## src/rtl/step_accumulator_if.sv

```systemverilog
// Bundles the classifier-side inputs and storage-side outputs of the step accumulator.
// The master drives the stimulus and the slave is the accumulator itself.
interface step_accumulator_if #(
    parameter int WIDTH = 16
) ();
    logic             step;
    logic             step_valid;
    logic             load;
    logic [WIDTH-1:0] totalSteps;
    logic [WIDTH-1:0] updatedSteps;
    logic             step_pulse;
    logic             saturated;
    logic             busy;

    modport master (
        output step, step_valid, load, totalSteps,
        input  updatedSteps, step_pulse, saturated, busy
    );

    modport slave (
        input  step, step_valid, load, totalSteps,
        output updatedSteps, step_pulse, saturated, busy
    );
endinterface

```

## src/rtl/step_accumulator.sv

```systemverilog
// Debounces the classifier's step decision, applies a refractory window after each stride,
// and keeps a saturating, preloadable stride total that is written back to storage.
module step_accumulator #(
    parameter int WIDTH    = 16,
    parameter int DEBOUNCE = 2,
    parameter int REFRACT  = 4
) (
    input logic               clk,
    input logic               rst,
    step_accumulator_if.slave bus
);

    localparam int CW = (DEBOUNCE < 1) ? 1 : $clog2(DEBOUNCE + 1);
    localparam int RW = (REFRACT < 1) ? 1 : $clog2(REFRACT + 1);
    localparam logic [CW-1:0] DEB_C = CW'(DEBOUNCE);
    localparam logic [RW-1:0] REF_C = RW'(REFRACT);

    typedef enum logic [1:0] {S_IDLE, S_CONFIRM, S_HOLD, S_REFRACT} state_t;

    state_t           state_q;
    logic [CW-1:0]    confirm_q;
    logic [RW-1:0]    refract_q;
    logic [WIDTH-1:0] total_q;
    logic             pulse_q;
    logic             sat_q;

    logic [WIDTH-1:0] total_d;
    logic             sat_d;

    // Result of counting one stride: increment, or pin at all-ones and flag saturation.
    always_comb begin
        total_d = total_q;
        sat_d   = sat_q;
        if (total_q == '1) begin
            sat_d = 1'b1;
        end else begin
            total_d = total_q + 1'b1;
        end
    end

    always_ff @(posedge clk) begin
        if (rst) begin
            state_q   <= S_IDLE;
            confirm_q <= '0;
            refract_q <= '0;
            total_q   <= '0;
            pulse_q   <= 1'b0;
            sat_q     <= 1'b0;
        end else if (bus.load) begin
            state_q   <= S_IDLE;
            confirm_q <= '0;
            refract_q <= '0;
            total_q   <= bus.totalSteps;
            pulse_q   <= 1'b0;
            sat_q     <= 1'b0;
        end else begin
            pulse_q <= 1'b0;
            if (bus.step_valid) begin
                unique case (state_q)
                    S_IDLE: begin
                        if (bus.step) begin
                            if (DEB_C == CW'(1)) begin
                                total_q <= total_d;
                                sat_q   <= sat_d;
                                pulse_q <= 1'b1;
                                state_q <= S_HOLD;
                            end else begin
                                confirm_q <= CW'(1);
                                state_q   <= S_CONFIRM;
                            end
                        end
                    end
                    S_CONFIRM: begin
                        if (bus.step) begin
                            if (confirm_q + 1'b1 == DEB_C) begin
                                total_q   <= total_d;
                                sat_q     <= sat_d;
                                pulse_q   <= 1'b1;
                                confirm_q <= '0;
                                state_q   <= S_HOLD;
                            end else begin
                                confirm_q <= confirm_q + 1'b1;
                            end
                        end else begin
                            confirm_q <= '0;
                            state_q   <= S_IDLE;
                        end
                    end
                    S_HOLD: begin
                        // A held step stays here so a long stride is counted once.
                        if (!bus.step) begin
                            if (REFRACT == 0) begin
                                state_q <= S_IDLE;
                            end else begin
                                refract_q <= '0;
                                state_q   <= S_REFRACT;
                            end
                        end
                    end
                    S_REFRACT: begin
                        if (refract_q + 1'b1 == REF_C) begin
                            refract_q <= '0;
                            state_q   <= S_IDLE;
                        end else begin
                            refract_q <= refract_q + 1'b1;
                        end
                    end
                    default: begin
                        state_q <= S_IDLE;
                    end
                endcase
            end
        end
    end

    assign bus.updatedSteps = total_q;
    assign bus.step_pulse   = pulse_q;
    assign bus.saturated    = sat_q;
    assign bus.busy         = (state_q != S_IDLE);

endmodule

```

## src/flat_wrapper.sv

```systemverilog
// flat-port wrapper written by rule: the top's interface ports become plain ports
module step_accumulator_flat 
#(
    parameter int WIDTH    = 16,
    parameter int DEBOUNCE = 2,
    parameter int REFRACT  = 4
)
  (clk, rst, bus_step, bus_step_valid, bus_load, bus_totalSteps, bus_updatedSteps, bus_step_pulse, bus_saturated, bus_busy);
  step_accumulator_if #(.WIDTH(WIDTH)) bus_i ();
  input logic clk;
  input logic rst;
  input wire logic [$bits(bus_i.step)-1:0] bus_step;
  input wire logic [$bits(bus_i.step_valid)-1:0] bus_step_valid;
  input wire logic [$bits(bus_i.load)-1:0] bus_load;
  input wire logic [$bits(bus_i.totalSteps)-1:0] bus_totalSteps;
  output wire logic [$bits(bus_i.updatedSteps)-1:0] bus_updatedSteps;
  output wire logic [$bits(bus_i.step_pulse)-1:0] bus_step_pulse;
  output wire logic [$bits(bus_i.saturated)-1:0] bus_saturated;
  output wire logic [$bits(bus_i.busy)-1:0] bus_busy;
  assign bus_i.step = bus_step;
  assign bus_i.step_valid = bus_step_valid;
  assign bus_i.load = bus_load;
  assign bus_i.totalSteps = bus_totalSteps;
  assign bus_updatedSteps = bus_i.updatedSteps;
  assign bus_step_pulse = bus_i.step_pulse;
  assign bus_saturated = bus_i.saturated;
  assign bus_busy = bus_i.busy;
  step_accumulator #(.WIDTH(WIDTH), .DEBOUNCE(DEBOUNCE), .REFRACT(REFRACT)) u_core (.clk(clk), .rst(rst), .bus(bus_i));
endmodule
```

## config.mk

```make
export PLATFORM = sky130hd
export DESIGN_NAME = step_accumulator_flat
export DESIGN_NICKNAME = d
export VERILOG_FILES = /design/src/rtl/step_accumulator_if.sv /design/src/rtl/step_accumulator.sv /design/src/flat_wrapper.sv
export SDC_FILE = /design/constraint.sdc
export NUM_CORES = 1
export LEC_CHECK = 0
export BUFFER_PORTS_ARGS = -buffer_cell sky130_fd_sc_hd__buf_2
export CAP_MARGIN = 20
export CORE_MARGIN = 4
export CORE_UTILIZATION = 54
export CTS_BUF_LIST = sky130_fd_sc_hd__clkbuf_4
export CTS_CLUSTER_DIAMETER = 60
export DETAILED_ROUTE_END_ITERATION = 10
export PLACE_DENSITY = 0.89
export SLEW_MARGIN = 20
export SYNTH_ARGS = -nofsm -noshare
export SYNTH_HDL_FRONTEND = slang
export SYNTH_SLANG_ARGS = --single-unit
```

## constraint.sdc

```tcl
create_clock -name clk -period 2.7 [get_ports clk]
set_clock_uncertainty 0.2 [all_clocks]
set_input_delay 0.135 -clock clk [delete_from_list [all_inputs] [get_ports clk]]
set_output_delay 0.135 -clock clk [all_outputs]
set_load 0.02 [all_outputs]
```

---- Yosys cells after proc, flatten, opt, wreduce, memory -nomap -nowiden ----
Cells that the tools add are included.
storage, ports and cells
  bits in registers ....................... 25
  bits in latches ......................... 0
  RAM bits ................................ 0
  ROM bits ................................ 0
  input port bits ......................... 21
  output and inout bits ................... 19
  logic and storage cells ................. 57
  memories kept ........................... 0
operators by class
  add/subtract/negate cells ............... 3
  $mul .................................... 0
  divide/modulo/power cells ............... 0
  $lt $le $gt $ge ......................... 0
  equality and inequality tests ........... 11
  shift-type cells ........................ 0
  muxes and demuxes ....................... 19
  bitwise logic cells ..................... 3
  reductions and logical operators ........ 15
operators with widths
  kind                     number
  $mux W16                 6
  $add A16 B1 Y16 const B  1
  $eq A16 B16 Y1 const B   1
  $reduce_and A5 Y1        3
  $mux W2                  7
  $reduce_bool A2 Y1       7
  $pmux W2 S4              1
  $eq A2 B2 Y1 const B     3
  $mux W3                  2
  $ne A2 B2 Y1 const B     3
  $pmux W3 S2              1
  $reduce_and A3 Y1        2
  $reduce_or A5 Y1         1
  $pmux W2 S2              1
  $add A3 B1 Y3 const B    1
  $eq A3 B3 Y1 const B     1
  $ne A3 B2 Y1 const B     1
  $not A1 Y1               3
  $add A2 B1 Y2 const B    1
  $eq A2 B1 Y1 const B     1
  $logic_not A2 Y1         1
  $ne A2 B1 Y1 const B     1
  $reduce_or A2 Y1         1
  $mux W1                  1

---- Longest topological paths before layout ----
  depth in word-level cells ............... 7
  mapped depth ............................ 6

---- Least setup slack after synthesis ----
OpenSTA, ideal clock, no wires.
  kind .................................... reg-to-reg
  start point ............................. reg u_core.total_q[0], in the netlist u_core.bus.updatedSteps[0]
  end point ............................... reg u_core.total_q[6], in the netlist u_core.bus.updatedSteps[6]
  data arrival time ....................... 1.790 ns
  required time ........................... 2.409 ns
  slack ................................... 0.619 ns
  stages on the path, launching flop included .. 6
  period minus slack after synthesis ...... 2.081 ns
  cells stage by stage .................... dfxtp_1 -> ha_1 -> and4b_1 -> nand2_1 -> or4_1 -> a311oi_1
on the way
  cells in the longest elaborated chain, start to end .. 7
ends and longest elaborated chain
  item                    RTL line                source
  start, declared         step_accumulator.sv:23  logic [WIDTH-1:0] total_q;
  start signal, assigned  step_accumulator.sv:53  total_q <= bus.totalSteps;
  start signal, assigned  step_accumulator.sv:63  total_q <= total_d;
  start signal, assigned  step_accumulator.sv:76  total_q <= total_d;
  $add A16 B1 Y16         step_accumulator.sv:37  total_d = total_q + 1'b1;
  $mux W16                step_accumulator.sv:34  if (total_q == '1) begin
  $mux W16                step_accumulator.sv:75  if (confirm_q + 1'b1 == DEB_C) begin
  $mux W16                step_accumulator.sv:74  if (bus.step) begin
  $mux W16                step_accumulator.sv:59  unique case (state_q)
  $mux W16                step_accumulator.sv:58  if (bus.step_valid) begin
  $mux W16                step_accumulator.sv:49  end else if (bus.load) begin
Parallel ways exist; a longest one is shown, timed or not. The select of a mux whose other input is x is not followed.
A chain may end at the register's enable or synchronous reset.

---- Worst setup path after layout ----
  start point ............................. reg u_core.total_q[13], in the netlist u_core.bus.updatedSteps[13]
  end point ............................... reg u_core.total_q[2], in the netlist u_core.bus.updatedSteps[2]
on the way
  cells in the longest elaborated chain, start to end .. 3
ends and longest elaborated chain
  item                         RTL line
  $eq A16 B16 Y1               step_accumulator.sv:34
  $ne A2 B2 Y1 (no line)       --
  $reduce_and A5 Y1 (no line)  --
No other way between the ends.

==> flow_results.org <==
** Power
- Power consumption :: 0.000720 W
- The clock network burns 23.8% of the power.
- In this run the power density over the cells is 367 nW/um2.
- Part of the power in registers :: 57.2%
- Part of the power in combinational logic :: 19.1%
- Fraction of power spent switching nets :: 29.7%
- Worst IR drop on VDD :: 0.425 mV
- The analysis attributes to net switching a power of 0.000214 W.
- Static leakage power :: 0.787 nW
- Int Pwr :: 0.000506 W

** Yosys
- Post-Synth XOR/XNOR Area :: 1.14%
- Flop and latch count out of synthesis :: 25
- In the synthesized netlist, mux cells make up 0% of the area.
- The share of the Yosys chip area taken by registers is 32.5%.
- Post-synthesis adder-cell area fraction :: 2.44%
- Summing the areas of all compound-gate instances in the mapped netlist gives 25.4% of the synthesized area.
- In the synthesized netlist the async set-or-reset flop fraction comes to 0%.
- Of the total synthesized cell area, the portion taken by AND, OR, NAND and NOR gates is 32.1%.
- The Yosys step of the flow raised 0 warnings.
- The number of nets handed over by synthesis was 217.
- For this run, the leading register cell type out of synthesis is sky130_fd_sc_hd__dfxtp_1.
- Dominant combinational cell family by area after synthesis :: simple AND/OR/NAND/NOR gates
- The cell area that synthesis handed to floorplanning was 1540 um2.
- Mean cell area of the mapped netlist :: 7.97 um2
- Count of mapped cells out of synthesis :: 193
- The synthesized design contains 0 enable-type register cells.
- After synthesis, the netlist uses 46 different library cells.

** Global route
- The number of antenna violations at the first check in global routing was 0.
- Pin count of the biggest net entering global routing :: 25
- First-pass GRT wire length :: 6450 um
- After global routing the overflow that remains totals 0.
- The via count of the first global-routing pass is 1506.
- Global routing used 22.1% of the available tracks.

** Routing
- In this run, the number of DRC markers left after iteration 0 of detailed routing was 99.
- After detailed routing, the number of vias per cell comes to 6.07.
- Overall via count from detail_route :: 1682
- In the routed design, unresolved DRC markers number 0.
- Wires add up to 3980 um.
- Before antenna repair, the detailed router went through 4 iterations.
- DRT antenna net count :: 0
- After detailed routing, the average wire length per cell comes to 14.4 um.

** Timing
- Slew margin rel. :: 51.6%
- Endpoints failing setup :: 0
- Fmax :: 422 MHz
- Fin crit period :: 2370 ps
- At the pin with the least slew margin, the transition time is 725 ps.
- Setup repair after global routing left no endpoint under its margin.
- Final Hold Vio Count :: 0
- The worst path uses 87.7% of the clock period.
- After routing, the total negative slack on setup checks comes to 0 ps.
- The final-report max-slew violation count was 0.

** Critical path
- Setup crit end kind :: register
- The slowest stage of the critical path is the sky130_fd_sc_hd__dlygate4sd3_1 cell.
- CP Launch Type :: register
- In this run the worst path has a maximum fanout of 7.
- Critical path buffer and inverter count :: 2
- Data arrival at the endpoint of the critical path :: 2450 ps
- In this run the critical register-to-register path is captured at u_core.bus.updatedSteps[2]$_SDFFE_PP0P_.
- Source of the worst register-to-register timing path :: u_core.bus.updatedSteps[13]$_SDFFE_PP0P_
- The cell family contributing the most delay on the critical path is buffers and inverters.
- CP max stage delay :: 550 ps
- Reg-to-reg slack, setup :: 330 ps
- Startpoint-to-endpoint class of the critical path :: register to register
- The signal on the critical path passes through nand4_1, nor4_1, buf_4, o221ai_1, a21oi_1, dlygate4sd3_1.
- Required time of the critical path :: 2780 ps
- Counting cells, the worst reg-to-reg path comes to 6.

** Clock tree
- Counting along the longest clock path gives a buffer depth of 2.
- After clock tree synthesis, the repair step resized 0 gates.
- Clock tree root driver cell :: sky130_fd_sc_hd__clkbuf_4
- Clock tree synthesis found a total of 25 sinks.
- CTS buffer count :: 3
- Total number of H-tree levels :: 1
- Later-pin clock latency in the skew report :: 320 ps
- Clock-pin slew on the worst setup and hold paths :: 140 ps
- TritonCTS built the clock tree.

** Layout
- In the final layout, the share of cells above drive strength 1 is 20.7%.
- Final instance count without filler cells :: 277
- Post-layout utilization of the core :: 71.6%
- 0 antenna diodes ended up in the layout.
- Number of nets in the final layout :: 271
- Relative to the synthesized area, the layout overhead comes to 27.3%.

** Die
- The floorplan step set the die width to 61.4 um.
- Number of top-level pins :: 40
- The floorplan step set the die height to 61.4 um.
- Area of the core :: 2730 um2
- The initialized floorplan defines 19 standard-cell rows.
- Overall die area :: 3770 um2
- Once the floorplan was initialized, standard cells occupied 56.2% of the core.

** Run
- Count of maximum capacitance violations :: 0

** Worst hold path
- For hold timing, the worst endpoint is u_core.bus.updatedSteps[11]$_SDFFE_PP0P_.
- The tightest min-delay check is of the input pin to register type.
- Cell depth of the worst hold path :: 2
- Startpoint of the worst hold path :: rst

** Placement
- Half-perimeter wire length after placement :: 2700 um
- Weighted congestion reported at the end of routability-driven placement :: 0.839
- The number of placed instances, taps included, is 253.
- The count of buffers added on input and output ports is 39.

** Status
- The flow ran to the end, and the final reports show no timing, DRC or antenna violations.
==> cell usage after synthesis (5+ instances only) <==
| master | n | area (um2) |
|---|---|---|
| sky130_fd_sc_hd__a2111oi_0 | 7 | 61.3 |
| sky130_fd_sc_hd__a21oi_1 | 11 | 55.1 |
| sky130_fd_sc_hd__a311oi_1 | 7 | 61.3 |
| sky130_fd_sc_hd__clkbuf_1 | 8 | 30.0 |
| sky130_fd_sc_hd__dfxtp_1 | 25 | 500 |
| sky130_fd_sc_hd__inv_1 | 11 | 41.3 |
| sky130_fd_sc_hd__nand2_1 | 17 | 63.8 |
| sky130_fd_sc_hd__nand3_1 | 8 | 40.0 |
| sky130_fd_sc_hd__nand4_1 | 5 | 31.3 |
| sky130_fd_sc_hd__nor2_1 | 23 | 86.3 |
| sky130_fd_sc_hd__o31ai_1 | 8 | 60.1 |
| sky130_fd_sc_hd__or4_1 | 7 | 52.6 |
==> cells by family after synthesis <==
kind of cell	count (synthesis)
xor+xnor	2
fa+ha+maj	3
flops	25
buf+inv	23
simple gates	88
compound gates	52
==> power by group through the flow <==
stage                     registers (W)  clock network [W]  logic [W]
after CTS                      0.000411           0.000176   0.000135
final                          0.000411           0.000171   0.000137
after global placement         0.000418                  0   0.000112
after floorplan                0.000433                  0  0.0000555
after global routing           0.000415           0.000187   0.000151
after detailed placement       0.000419                  0   0.000113
==> cells in the final DEF (no fill, tap or decap), types with 2 or more instances in the layout <==
cell type / Yosys / layout
sky130_fd_sc_hd__nor2_1: 23 / 23
sky130_fd_sc_hd__and4b_1: 3 / 3
sky130_fd_sc_hd__a21o_1: 2 / 2
sky130_fd_sc_hd__dlygate4sd3_1: 0 / 20
sky130_fd_sc_hd__inv_1: 11 / 11
sky130_fd_sc_hd__and2b_1: 2 / 2
sky130_fd_sc_hd__nor4_1: 3 / 3
sky130_fd_sc_hd__a21oi_1: 11 / 11
sky130_fd_sc_hd__a311oi_1: 7 / 7
sky130_fd_sc_hd__or3_1: 3 / 3
sky130_fd_sc_hd__o211ai_1: 2 / 2
sky130_fd_sc_hd__nor3b_1: 2 / 2
sky130_fd_sc_hd__xor2_1: 2 / 2
sky130_fd_sc_hd__a211o_1: 2 / 2
sky130_fd_sc_hd__nand4_1: 5 / 5
sky130_fd_sc_hd__and4_1: 2 / 2
sky130_fd_sc_hd__dfxtp_1: 25 / 25
sky130_fd_sc_hd__or4_1: 7 / 7
sky130_fd_sc_hd__nand3_1: 8 / 8
sky130_fd_sc_hd__o311a_1: 2 / 2
sky130_fd_sc_hd__buf_2: 2 / 39
sky130_fd_sc_hd__and3_1: 2 / 2
sky130_fd_sc_hd__a2111oi_0: 7 / 7
sky130_fd_sc_hd__clkbuf_4: 0 / 3
sky130_fd_sc_hd__a211oi_1: 3 / 3
sky130_fd_sc_hd__nand2_1: 17 / 17
sky130_fd_sc_hd__or2_2: 2 / 2
sky130_fd_sc_hd__ha_1: 3 / 3
sky130_fd_sc_hd__o31ai_1: 8 / 8
sky130_fd_sc_hd__o21ai_0: 2 / 2
sky130_fd_sc_hd__buf_4: 0 / 2
==> registers in the layout, summed over array words and instances (netlist names), named ones only <==
signal and cells:
u_core.state_q 1, u_core.bus.saturated 1, u_core.confirm_q 2, u_core.bus.updatedSteps 16, u_core.bus.step_pulse 1, u_core.refract_q 3
==> per-layer routing <==
layer,global-route usage [%],vias to the layer above,share of wire [%]
met1,27.4,780,44
met2,39.6,50,49
li1,-,848,-
met5,0,-,0
met4,4.85,0,1.0
met3,4.40,4,5.4
==> final cells by class <==
type / count / area [um2]
multi-input cells: 145 / 940
fillers: 208 / 776
flip-flops and latches: 25 / 500
repair buffers: 61 / 410
inverters: 11 / 41.3
well taps: 31 / 38.8
clock buffers: 3 / 22.5
clock inverters: 1 / 5.00
==> through the flow <==
| stage | hold WS, ps | worst slack (ps) | area [um2] |
|---|---|---|---|
| 5_1_grt | 44.4 | 149 | 1960 |
| 6_report | 20.2 | 331 | 1960 |
| 4_1_cts | 3.12 | 367 | 1960 |
| 3_5_place_dp | 203 | 530 | 1730 |
| 2_1_floorplan | 79.8 | 619 | 1540 |
| 3_3_place_gp | 200 | 603 | 1730 |
==> repair_timing <==
action,4_1_cts,5_1_grt
buffers inserted,0,0
hold buffers,20,0
hold endpoints to repair,18,0
endpoints found under the setup margin,0,0
==> worst max-delay path by stage <==
stage / end / start / slack, ps / depth (start not counted)
final: u_core.bus.updatedSteps[2]$_SDFFE_PP0P_ / u_core.bus.updatedSteps[13]$_SDFFE_PP0P_ / 330 / 6
after global routing: u_core.bus.updatedSteps[2]$_SDFFE_PP0P_ / u_core.bus.updatedSteps[13]$_SDFFE_PP0P_ / 150 / 6
after CTS: u_core.bus.updatedSteps[2]$_SDFFE_PP0P_ / u_core.bus.updatedSteps[13]$_SDFFE_PP0P_ / 370 / 6
after detailed placement: u_core.bus.updatedSteps[12]$_SDFFE_PP0P_ / u_core.state_q[0]$_SDFFE_PP0P_ / 530 / 4
after global placement: u_core.bus.updatedSteps[6]$_SDFFE_PP0P_ / u_core.state_q[0]$_SDFFE_PP0P_ / 600 / 4
after floorplan: u_core.bus.updatedSteps[6]$_SDFFE_PP0P_ / u_core.bus.updatedSteps[0]$_SDFFE_PP0P_ / 620 / 5
Power figures use the tool's default switching activity.
